File: src/rtl/order_pkg.sv
// Shared constants for the order message parser and its consumers.
// Holds field widths, frame geometry (40-byte frame, field byte offsets),
// message type codes, side codes, well-known symbol constants and the parser
// FSM state type.
package order_pkg;

  localparam int BYTE_W    = 8;
  localparam int SYM_W     = 48;
  localparam int PRICE_W   = 64;
  localparam int QTY_W     = 64;
  localparam int ID_W      = 32;
  localparam int MSGCNT_W  = 32;
  localparam int ERRCNT_W  = 16;
  localparam int FRAME_LEN = 40;
  localparam int IDX_W     = 6;

  // Byte offsets of each field inside the frame (first byte of the field).
  localparam logic [IDX_W-1:0] OFF_TYPE  = 6'd0;
  localparam logic [IDX_W-1:0] OFF_SYM   = 6'd1;
  localparam logic [IDX_W-1:0] OFF_SIDE  = 6'd7;
  localparam logic [IDX_W-1:0] OFF_PRICE = 6'd8;
  localparam logic [IDX_W-1:0] OFF_ORIG  = 6'd16;
  localparam logic [IDX_W-1:0] OFF_QTY   = 6'd24;
  localparam logic [IDX_W-1:0] OFF_OOID  = 6'd32;
  localparam logic [IDX_W-1:0] OFF_OID   = 6'd36;
  localparam logic [IDX_W-1:0] OFF_LAST  = 6'd39;

  localparam logic [BYTE_W-1:0] TYPE_ADD = 8'h41;  // 'A'
  localparam logic [BYTE_W-1:0] TYPE_MOD = 8'h4D;  // 'M'
  localparam logic [BYTE_W-1:0] SIDE_BID = 8'h42;  // 'B'
  localparam logic [BYTE_W-1:0] SIDE_ASK = 8'h53;  // 'S'

  // Symbols are ASCII, right-aligned and zero-padded in the 6-byte field.
  localparam logic [SYM_W-1:0] SYM_ABC  = 48'h0000_0041_4243;
  localparam logic [SYM_W-1:0] SYM_FOO  = 48'h0000_0046_4F4F;
  localparam logic [SYM_W-1:0] SYM_XYZ  = 48'h0000_0058_595A;
  localparam logic [SYM_W-1:0] SYM_BAR  = 48'h0000_0042_4152;
  localparam logic [SYM_W-1:0] SYM_MSFT = 48'h0000_4D53_4654;

  typedef enum logic [1:0] {
    ST_IDLE   = 2'd0,
    ST_FIELDS = 2'd1,
    ST_EMIT   = 2'd2,
    ST_SKIP   = 2'd3
  } state_t;

  function automatic logic is_type(input logic [BYTE_W-1:0] b);
    return (b == TYPE_ADD) || (b == TYPE_MOD);
  endfunction

  function automatic logic is_side(input logic [BYTE_W-1:0] b);
    return (b == SIDE_BID) || (b == SIDE_ASK);
  endfunction

endpackage

File: src/rtl/order_msg_parser.sv
// Order message parser: decodes fixed 40-byte add/modify frames from a byte
// stream into a registered message bus for the order book.
//
// Ports:
//   clk            rising-edge clock
//   rst_n          synchronous active-low reset
//   in_valid       stream byte valid
//   in_data[7:0]   stream byte (fields big-endian)
//   in_last        last byte of frame, qualified by in_valid
//   msg_valid      one-cycle pulse, decoded message on the output bus
//   msg_type       0 = add, 1 = modify
//   symbol_id[47:0], side (1 = bid), price/orig_price/quantity[63:0],
//   orig_order_id/order_id[31:0]   registered message fields
//   msg_count[31:0]  good messages emitted (wraps)
//   err_count[15:0]  dropped frames (saturates)
module order_msg_parser
  import order_pkg::*;
(
  input  logic                clk,
  input  logic                rst_n,
  input  logic                in_valid,
  input  logic [BYTE_W-1:0]   in_data,
  input  logic                in_last,
  output logic                msg_valid,
  output logic                msg_type,
  output logic [SYM_W-1:0]    symbol_id,
  output logic                side,
  output logic [PRICE_W-1:0]  price,
  output logic [PRICE_W-1:0]  orig_price,
  output logic [QTY_W-1:0]    quantity,
  output logic [ID_W-1:0]     orig_order_id,
  output logic [ID_W-1:0]     order_id,
  output logic [MSGCNT_W-1:0] msg_count,
  output logic [ERRCNT_W-1:0] err_count
);

  localparam logic [ERRCNT_W-1:0] ERR_MAX = '1;

  state_t            state, state_nxt;
  logic [IDX_W-1:0]  idx, idx_nxt;
  logic              bad, bad_nxt;
  logic              err_inc;
  logic              emit_go;
  logic              shift_en;

  // Field shadow registers, filled byte by byte while the frame streams in.
  logic                   type_sh;
  logic [SYM_W-1:0]       sym_sh;
  logic                   side_sh;
  logic [PRICE_W-1:0]     price_sh;
  logic [PRICE_W-1:0]     orig_sh;
  logic [QTY_W-1:0]       qty_sh;
  logic [ID_W-1:0]        ooid_sh;
  logic [ID_W-BYTE_W-1:0] oid_sh;   // last order_id byte comes straight from in_data

  assign msg_valid = (state == ST_EMIT);

  always_comb begin
    state_nxt = state;
    idx_nxt   = idx;
    bad_nxt   = bad;
    err_inc   = 1'b0;
    emit_go   = 1'b0;
    shift_en  = 1'b0;
    case (state)
      // EMIT behaves like IDLE so a byte arriving during the pulse starts
      // the next frame.
      ST_IDLE, ST_EMIT: begin
        state_nxt = ST_IDLE;
        if (in_valid) begin
          if (is_type(in_data)) begin
            if (in_last) begin
              err_inc = 1'b1;
            end else begin
              state_nxt = ST_FIELDS;
              idx_nxt   = IDX_W'(1);
              bad_nxt   = 1'b0;
              shift_en  = 1'b1;
            end
          end else begin
            err_inc   = 1'b1;
            state_nxt = in_last ? ST_IDLE : ST_SKIP;
          end
        end
      end
      ST_FIELDS: begin
        if (in_valid) begin
          shift_en = 1'b1;
          idx_nxt  = idx + 1'b1;
          if ((idx == OFF_SIDE) && !is_side(in_data)) bad_nxt = 1'b1;
          if (idx == OFF_LAST) begin
            idx_nxt = '0;
            if (!in_last) begin
              err_inc   = 1'b1;
              state_nxt = ST_SKIP;
            end else if (bad) begin
              err_inc   = 1'b1;
              state_nxt = ST_IDLE;
            end else begin
              emit_go   = 1'b1;
              state_nxt = ST_EMIT;
            end
          end else if (in_last) begin
            err_inc   = 1'b1;
            state_nxt = ST_IDLE;
            idx_nxt   = '0;
          end
        end
      end
      ST_SKIP: begin
        // The error for this frame was already counted on entry.
        if (in_valid && in_last) state_nxt = ST_IDLE;
      end
      default: state_nxt = ST_IDLE;
    endcase
  end

  always_ff @(posedge clk) begin
    if (!rst_n) begin
      state         <= ST_IDLE;
      idx           <= '0;
      bad           <= 1'b0;
      msg_count     <= '0;
      err_count     <= '0;
      msg_type      <= 1'b0;
      symbol_id     <= '0;
      side          <= 1'b0;
      price         <= '0;
      orig_price    <= '0;
      quantity      <= '0;
      orig_order_id <= '0;
      order_id      <= '0;
    end else begin
      state <= state_nxt;
      idx   <= idx_nxt;
      bad   <= bad_nxt;
      if (err_inc && (err_count != ERR_MAX)) err_count <= err_count + 1'b1;
      // Outputs load on the edge that accepts byte 39, so they are stable
      // for the whole msg_valid cycle.
      if (emit_go) begin
        msg_count     <= msg_count + 1'b1;
        msg_type      <= type_sh;
        symbol_id     <= sym_sh;
        side          <= side_sh;
        price         <= price_sh;
        orig_price    <= orig_sh;
        quantity      <= qty_sh;
        orig_order_id <= ooid_sh;
        order_id      <= {oid_sh, in_data};
      end
    end
  end

  // Shadow registers need no reset: they are only observed through emit_go,
  // which requires a complete frame after reset.
  always_ff @(posedge clk) begin
    if (shift_en) begin
      if (state != ST_FIELDS)    type_sh  <= (in_data == TYPE_MOD);
      else if (idx < OFF_SIDE)   sym_sh   <= {sym_sh[SYM_W-BYTE_W-1:0], in_data};
      else if (idx == OFF_SIDE)  side_sh  <= (in_data == SIDE_BID);
      else if (idx < OFF_ORIG)   price_sh <= {price_sh[PRICE_W-BYTE_W-1:0], in_data};
      else if (idx < OFF_QTY)    orig_sh  <= {orig_sh[PRICE_W-BYTE_W-1:0], in_data};
      else if (idx < OFF_OOID)   qty_sh   <= {qty_sh[QTY_W-BYTE_W-1:0], in_data};
      else if (idx < OFF_OID)    ooid_sh  <= {ooid_sh[ID_W-BYTE_W-1:0], in_data};
      else                       oid_sh   <= {oid_sh[ID_W-2*BYTE_W-1:0], in_data};
    end
  end

endmodule

File: config.mk
export PLATFORM = sky130hd
export DESIGN_NAME = order_msg_parser
export DESIGN_NICKNAME = d
export VERILOG_FILES = /design/src/rtl/order_pkg.sv /design/src/rtl/order_msg_parser.sv
export SDC_FILE = /design/constraint.sdc
export NUM_CORES = 1
export LEC_CHECK = 0
export CAP_MARGIN = 20
export CORE_MARGIN = 5
export CORE_UTILIZATION = 50
export CTS_BUF_LIST = sky130_fd_sc_hd__clkbuf_4 sky130_fd_sc_hd__clkbuf_8
export DETAILED_ROUTE_END_ITERATION = 8
export PLACE_DENSITY = 0.9
export RECOVER_POWER = 25
export SLEW_MARGIN = 20
export SYNTH_ARGS = -nofsm -noshare
export SYNTH_HDL_FRONTEND = slang
export SYNTH_SLANG_ARGS = --single-unit
File: constraint.sdc
create_clock -name clk -period 3.7 [get_ports clk]
set_input_delay 0.37 -clock clk [delete_from_list [all_inputs] [get_ports clk]]
set_output_delay 0.37 -clock clk [all_outputs]
set_load 0.1 [all_outputs]
### Word-level counts from Yosys, hierarchy flattened

Cells that the tools add are included.

* $add $sub $neg: 3
* order comparisons: 5
* equality and inequality tests: 18
* mux-type cells: 42
* bitwise logic cells: 7
* reduce and logical (&&, ||, !) cells: 20

Operators with widths (number)
* 6-bit 2-to-1 mux: 6
* 32-bit by 1-bit adder with 32-bit output, second input constant: 1
* 8-bit by 7-bit == test with 1-bit output, second input constant: 4
* 1-bit 2-to-1 mux: 22
* 2-bit 2-to-1 mux: 9
* 16-bit by 1-bit adder with 16-bit output, second input constant: 1
* 16-bit != test, second input constant: 1
* 8-bit AND reduction: 2
* 6-bit by 5-bit less-than comparator with 1-bit output, second input constant: 2
* 6-bit less-than comparator, second input constant: 2
* 2-bit != test, second input constant: 6
* 6-bit one-hot mux with 2 select lines: 1
* 6-bit AND reduction: 2
* 5-bit AND reduction: 2
* 1-bit inverter: 7
* 7-bit AND reduction: 1
* 6-bit by 1-bit adder with 6-bit output, second input constant: 1
* 6-bit by 3-bit == test with 1-bit output, second input constant: 1
* 6-bit == test, second input constant: 1
* 6-bit by 3-bit less-than comparator with 1-bit output, second input constant: 1
* 1-bit one-hot mux with 2 select lines: 3
* 2-bit one-hot mux with 3 select lines: 1
* 3-bit AND reduction: 2
* 2-bit == test, second input constant: 2
* other kinds (11): 14

* bits in registers: 661

### Logic depth before layout (Yosys ltp)

* word-level depth: 7
* depth in mapped cells: 8
* mapped depth without buffers: 6

### Worst setup path before layout

OpenSTA, ideal clock, no wires.

* path kind: reg-to-reg
* start: register state[0]
* end: register orig_sh[0] (enable)
* setup time: 0.486 ns
* data arrival time: 3.567 ns
* required time: 3.214 ns
* path slack: -0.353 ns
* stages on the path, launching flop included: 5
* clock period less this slack: 4.053 ns
* path through: dfxtp_1 -> nand3b_4 -> nor2_1 -> nand2_1 -> nor2_1

* word-level cells in the longest chain between the ends: 4
* elaborated cells on any way between the ends: 8

Ends and longest elaborated chain
* start, declared: line order_msg_parser.sv:39 `state_t state, state_nxt;`
* start signal, assigned: line order_msg_parser.sv:134 `state <= state_nxt;`
* 2-bit == test / 2-bit logical NOT (equally long branches): line order_msg_parser.sv:65 `case (state)`
* 2-bit OR reduction: line order_msg_parser.sv:65
* 1-bit one-hot mux with 2 select lines: line order_msg_parser.sv:65
* 6-bit AND reduction (no line) (*)
* end signal, assigned: line order_msg_parser.sv:162 `else if (idx < OFF_QTY) orig_sh <= {orig_sh[PRICE_W-BYTE_W-1:0], in_data};`
* end, declared: line order_msg_parser.sv:51 `logic [PRICE_W-1:0] orig_sh;`

Every way passes the cells marked *; elsewhere a longest branch is shown, timed or not.
A chain may end at the register's enable or synchronous reset.

### Worst setup path in the final report

* start: input port in_data[0]
* end: register err_count[15]

* word-level cells in the longest chain between the ends: 6
* elaborated cells on any way between the ends: 7

Ends and longest elaborated chain
* start, declared: line order_msg_parser.sv:22 `input logic [BYTE_W-1:0] in_data,`
* 8-bit by 7-bit == test with 1-bit output: line order_pkg.sv:48 `return (b == TYPE_ADD) || (b == TYPE_MOD);`
* 1-bit logical OR (*): line order_pkg.sv:48
* 1-bit 2-to-1 mux (*): line order_msg_parser.sv:71 `if (is_type(in_data)) begin`
* 1-bit 2-to-1 mux (*): line order_msg_parser.sv:70 `if (in_valid) begin`
* 1-bit one-hot mux with 2 select lines (*): line order_msg_parser.sv:65
* 1-bit logical AND (*): line order_msg_parser.sv:137 `if (err_inc && (err_count != ERR_MAX)) err_count <= err_count + 1'b1;`
* end signal, assigned: line order_msg_parser.sv:137
* end, declared: line order_msg_parser.sv:34 `output logic [ERRCNT_W-1:0] err_count`

Marks and branches as above.

==> flow_summary.yaml <==
power_and_ir_drop:
  finalPower_mw: 14.0
  vdd_ir_drop_max_uv: 337
  power_density_nw_per_um2: 487
  p_leak_nw: 9.22
global_routing:
  grt_max_degree: 167
  grt_pass1_wl_microns: 92100
  grt_usage: 0.232
  grt_pass1_vias: 16800
  grt_overflow_total: 0
  grt_antenna_before_repair: 3
clocking:
  holdBufCountCts: 0
  cts_root_buffer: "clkbuf_8"
  h-tree-depth: 3
  tritoncts: "yes"
  clock_tree.buffer_depth: 3
  clkTransAtPathRegs_ns: 0.06
  cts_made_buffers: 99
  cts_setup_buffers: 0
  cts_sinks: 661
  clock_latency_ns: 0.68
  cts_resized: 0
worst_setup_path:
  rr_endpoint: "oid_sh[7]$_DFFE_PP_"
  reg2reg_depth: 3
  arrival_ns: 3.65
  critical_path_class: "primary input to flip-flop"
  required_ns: 4.22
  worstSetupStartpoint: "in_data[0]"
  end_kind: "flip-flop"
  cp_num_buf_inv: 4
  crit_end: "err_count[15]$_SDFFE_PN0P_"
  startpoint_type: "primary input"
  max_stage_delay_ns: 0.79
  path_common_cell: "buf_4"
  crit_family: "buffers and inverters"
  path_cells: "clkdlybuf4s50_1, clkbuf_1, nor3b_1, buf_4, nand4b_1, a2bb2oi_2, buf_4, o311ai_0, o41ai_1"
  cpMaxStageDelayCell: "clkbuf_1"
  cp_max_fo: 29
  cp_num_cells: 9
  reg2reg_slack_ns: 0.73
  r2r_start: "state[0]$_SDFFE_PN0P_"
synthesis:
  ys_warn_count: 0
  synth_area_sq_um: 22400
  syn_area_per_cell_sq_um: 11.2
  async_flop_share: 0
  synth_seq_area_share: 0.724
  synthFlopType: "dfxtp_1"
  synth_nets: 2011
  syn-instance-count: 1996
  synth_cell_type_count: 55
  synth_seq_cells: 661
  synth_edf_count: 298
sta:
  report.final.slew_viol_count: 162
  post-route-min-period_ns: 3.13
  fin_setup_tns_ns: 0
  fin_crit_sh: 0.845
  rsz0062_at_grt: "false"
  setup_viol: 0
  whs_ns: 0.436
  hold_viol: 0
  worstMarginPinSlew_ns: 1.98
  worst_clock_skew_ns: 0.0251
  slew_headroom: -0.322
  max_freq_mhz: 320
final_layout:
  fin_cells: 3055
  drive_above_1_share: 0.0882
  areaGrowthSynthToFinish_pct: 28.7
  nets: 2393
  fin_area_sq_um: 28800
drt:
  wl_per_cell_microns: 19.4
  drt_pre_antenna_iters: 7
  vias_per_cell: 5.44
  vias: 16600
  drc_errors: 0
  wirelength_microns: 59300
  drtIter0Drc: 1771
  final_antenna_net_count: 0
placed_design:
  dpl.hpwl_microns: 37200
  io_buffers: 366
  place_inst: 2868
  post_dp_cell_area_sq_um: 26700
  globalplace.congestion: 0.876
floorplan:
  start_util: 0.506
  ios: 367
  die_h_microns: 222
  die_w_microns: 222
  fp-row-count: 77
  die-area_sq_um: 49100
  core_sq_um: 44200
job:
  maxCapViolCount: 3
min_path:
  holdCritPathClass: "flip-flop to flip-flop"
  hold_path_startpoint: "oid_sh[7]$_DFFE_PP_"
status:
  status: "finished with violations"
  violations: "capacitance limit, slew limit"
==> metrics by stage <==
| stage | worst slack (ns) | utilization |
|---|---|---|
| 2_1_floorplan | 0.715 | - |
| 3_3_place_gp | 0.399 | 0.605 |
| 3_5_place_dp | 0.389 | 0.605 |
| 4_1_cts | 0.781 | 0.653 |
| 5_1_grt | 0.414 | 0.651 |
| 6_report | 0.574 | 0.652 |
==> routing by layer <==
metal  global-route usage  up-vias  wire, microns
met5                    0        -              0
met1                0.283     8026          22700
met4               0.0855        0           1490
li1                     -     7659              -
met2                0.386      794          29400
met3               0.0790      129           5730
==> area by class of cell <==
type                    instances  area (sq um)
repair buffers                401          4000
diodes                          2          5.00
multi-input cells            1207          5700
clock inverters                38           317
clock buffers                 146          1800
inverters                       8          33.8
well taps                     592           741
fillers                      3026         15400
flip-flops and latches        661         16200
==> state kept, by name, indices dropped and copies added (netlist names), 48 cells and up <==
signal	cells
symbol_id	48
orig_sh	64
quantity	64
qty_sh	64
orig_price	64
price	64
sym_sh	48
price_sh	64
==> where the power goes <==
part / internal, mW / switching (mW) / leakage, nW
sequential: 7.60 / 0.0141 / 5.60
clock: 3.44 / 2.77 / 1.14
combinational: 0.0414 / 0.162 / 2.48
total: 11.1 / 2.95 / 9.22
==> worst min path at each step <==
stage / to / slack [ns] / cells after the start
global route: price_sh[18]$_DFFE_PP_ / 0.45 / 0
CTS: oid_sh[15]$_DFFE_PP_ / 0.43 / 0
finish: oid_sh[15]$_DFFE_PP_ / 0.44 / 0
detailed placement: qty_sh[56]$_DFFE_PP_ / 0.43 / 0
global placement: sym_sh[44]$_DFFE_PP_ / 0.43 / 0
floorplan: oid_sh[10]$_DFFE_PP_ / 0.43 / 0
==> Yosys cell counts (all sizes together) (6+ instances only) <==
| library cell | count | area (sq um) |
|---|---|---|
| or4 | 19 | 143 |
| clkbuf | 106 | 398 |
| xor2 | 12 | 105 |
| edfxtp | 298 | 8950 |
| buf | 14 | 73.8 |
| nand2b | 8 | 50.1 |
| nor3 | 10 | 55.1 |
| xnor2 | 8 | 70.1 |
| nand4 | 19 | 134 |
| nand3 | 22 | 115 |
| nor4 | 8 | 71.3 |
| o21ai | 11 | 55.1 |
| a21oi | 335 | 1680 |
| nand2 | 639 | 2400 |
| o31ai | 20 | 150 |
| and3 | 10 | 62.6 |
| or3 | 6 | 37.5 |
| nor2 | 34 | 128 |
| dfxtp | 363 | 7270 |
| inv | 8 | 30.0 |
==> cells by family (layout without fill, tap and decap cells) <==
kind of cell | after synthesis | count (layout) | synth area share
DFF | 661 | 661 | 0.724
other | 0 | 2 | 0
AOI/OAI and AO/OA | 381 | 381 | 0.0895
xor gates and xnor gates | 20 | 20 | 0.00782
muxes | 4 | 4 | 0.00179
and+or+nand+nor | 799 | 799 | 0.152
buffers and inverters | 128 | 593 | 0.0224
adders and majority gates | 3 | 3 | 0.00168
==> placed cells by master, fill, tap and decap left out, types with 7 or more instances in the layout <==
cell type        count
dfxtp_1            363
edfxtp_1           298
a21oi_1            334
nand2_1            639
or4_1               19
clkinv_2            21
clkbuf_8           113
buf_12               9
nand4_1             18
clkbuf_4            33
buf_4               14
clkbuf_1            11
clkdlybuf4s50_1    359
nand3_1             21
dlygate4sd3_1        7
nor3_1               9
nand2b_1             8
and3_1               9
nor2_1              32
o21ai_0             11
inv_1                7
o31ai_1             20
xnor2_1              8
xor2_1              12
(Power assumes the default switching activity.)
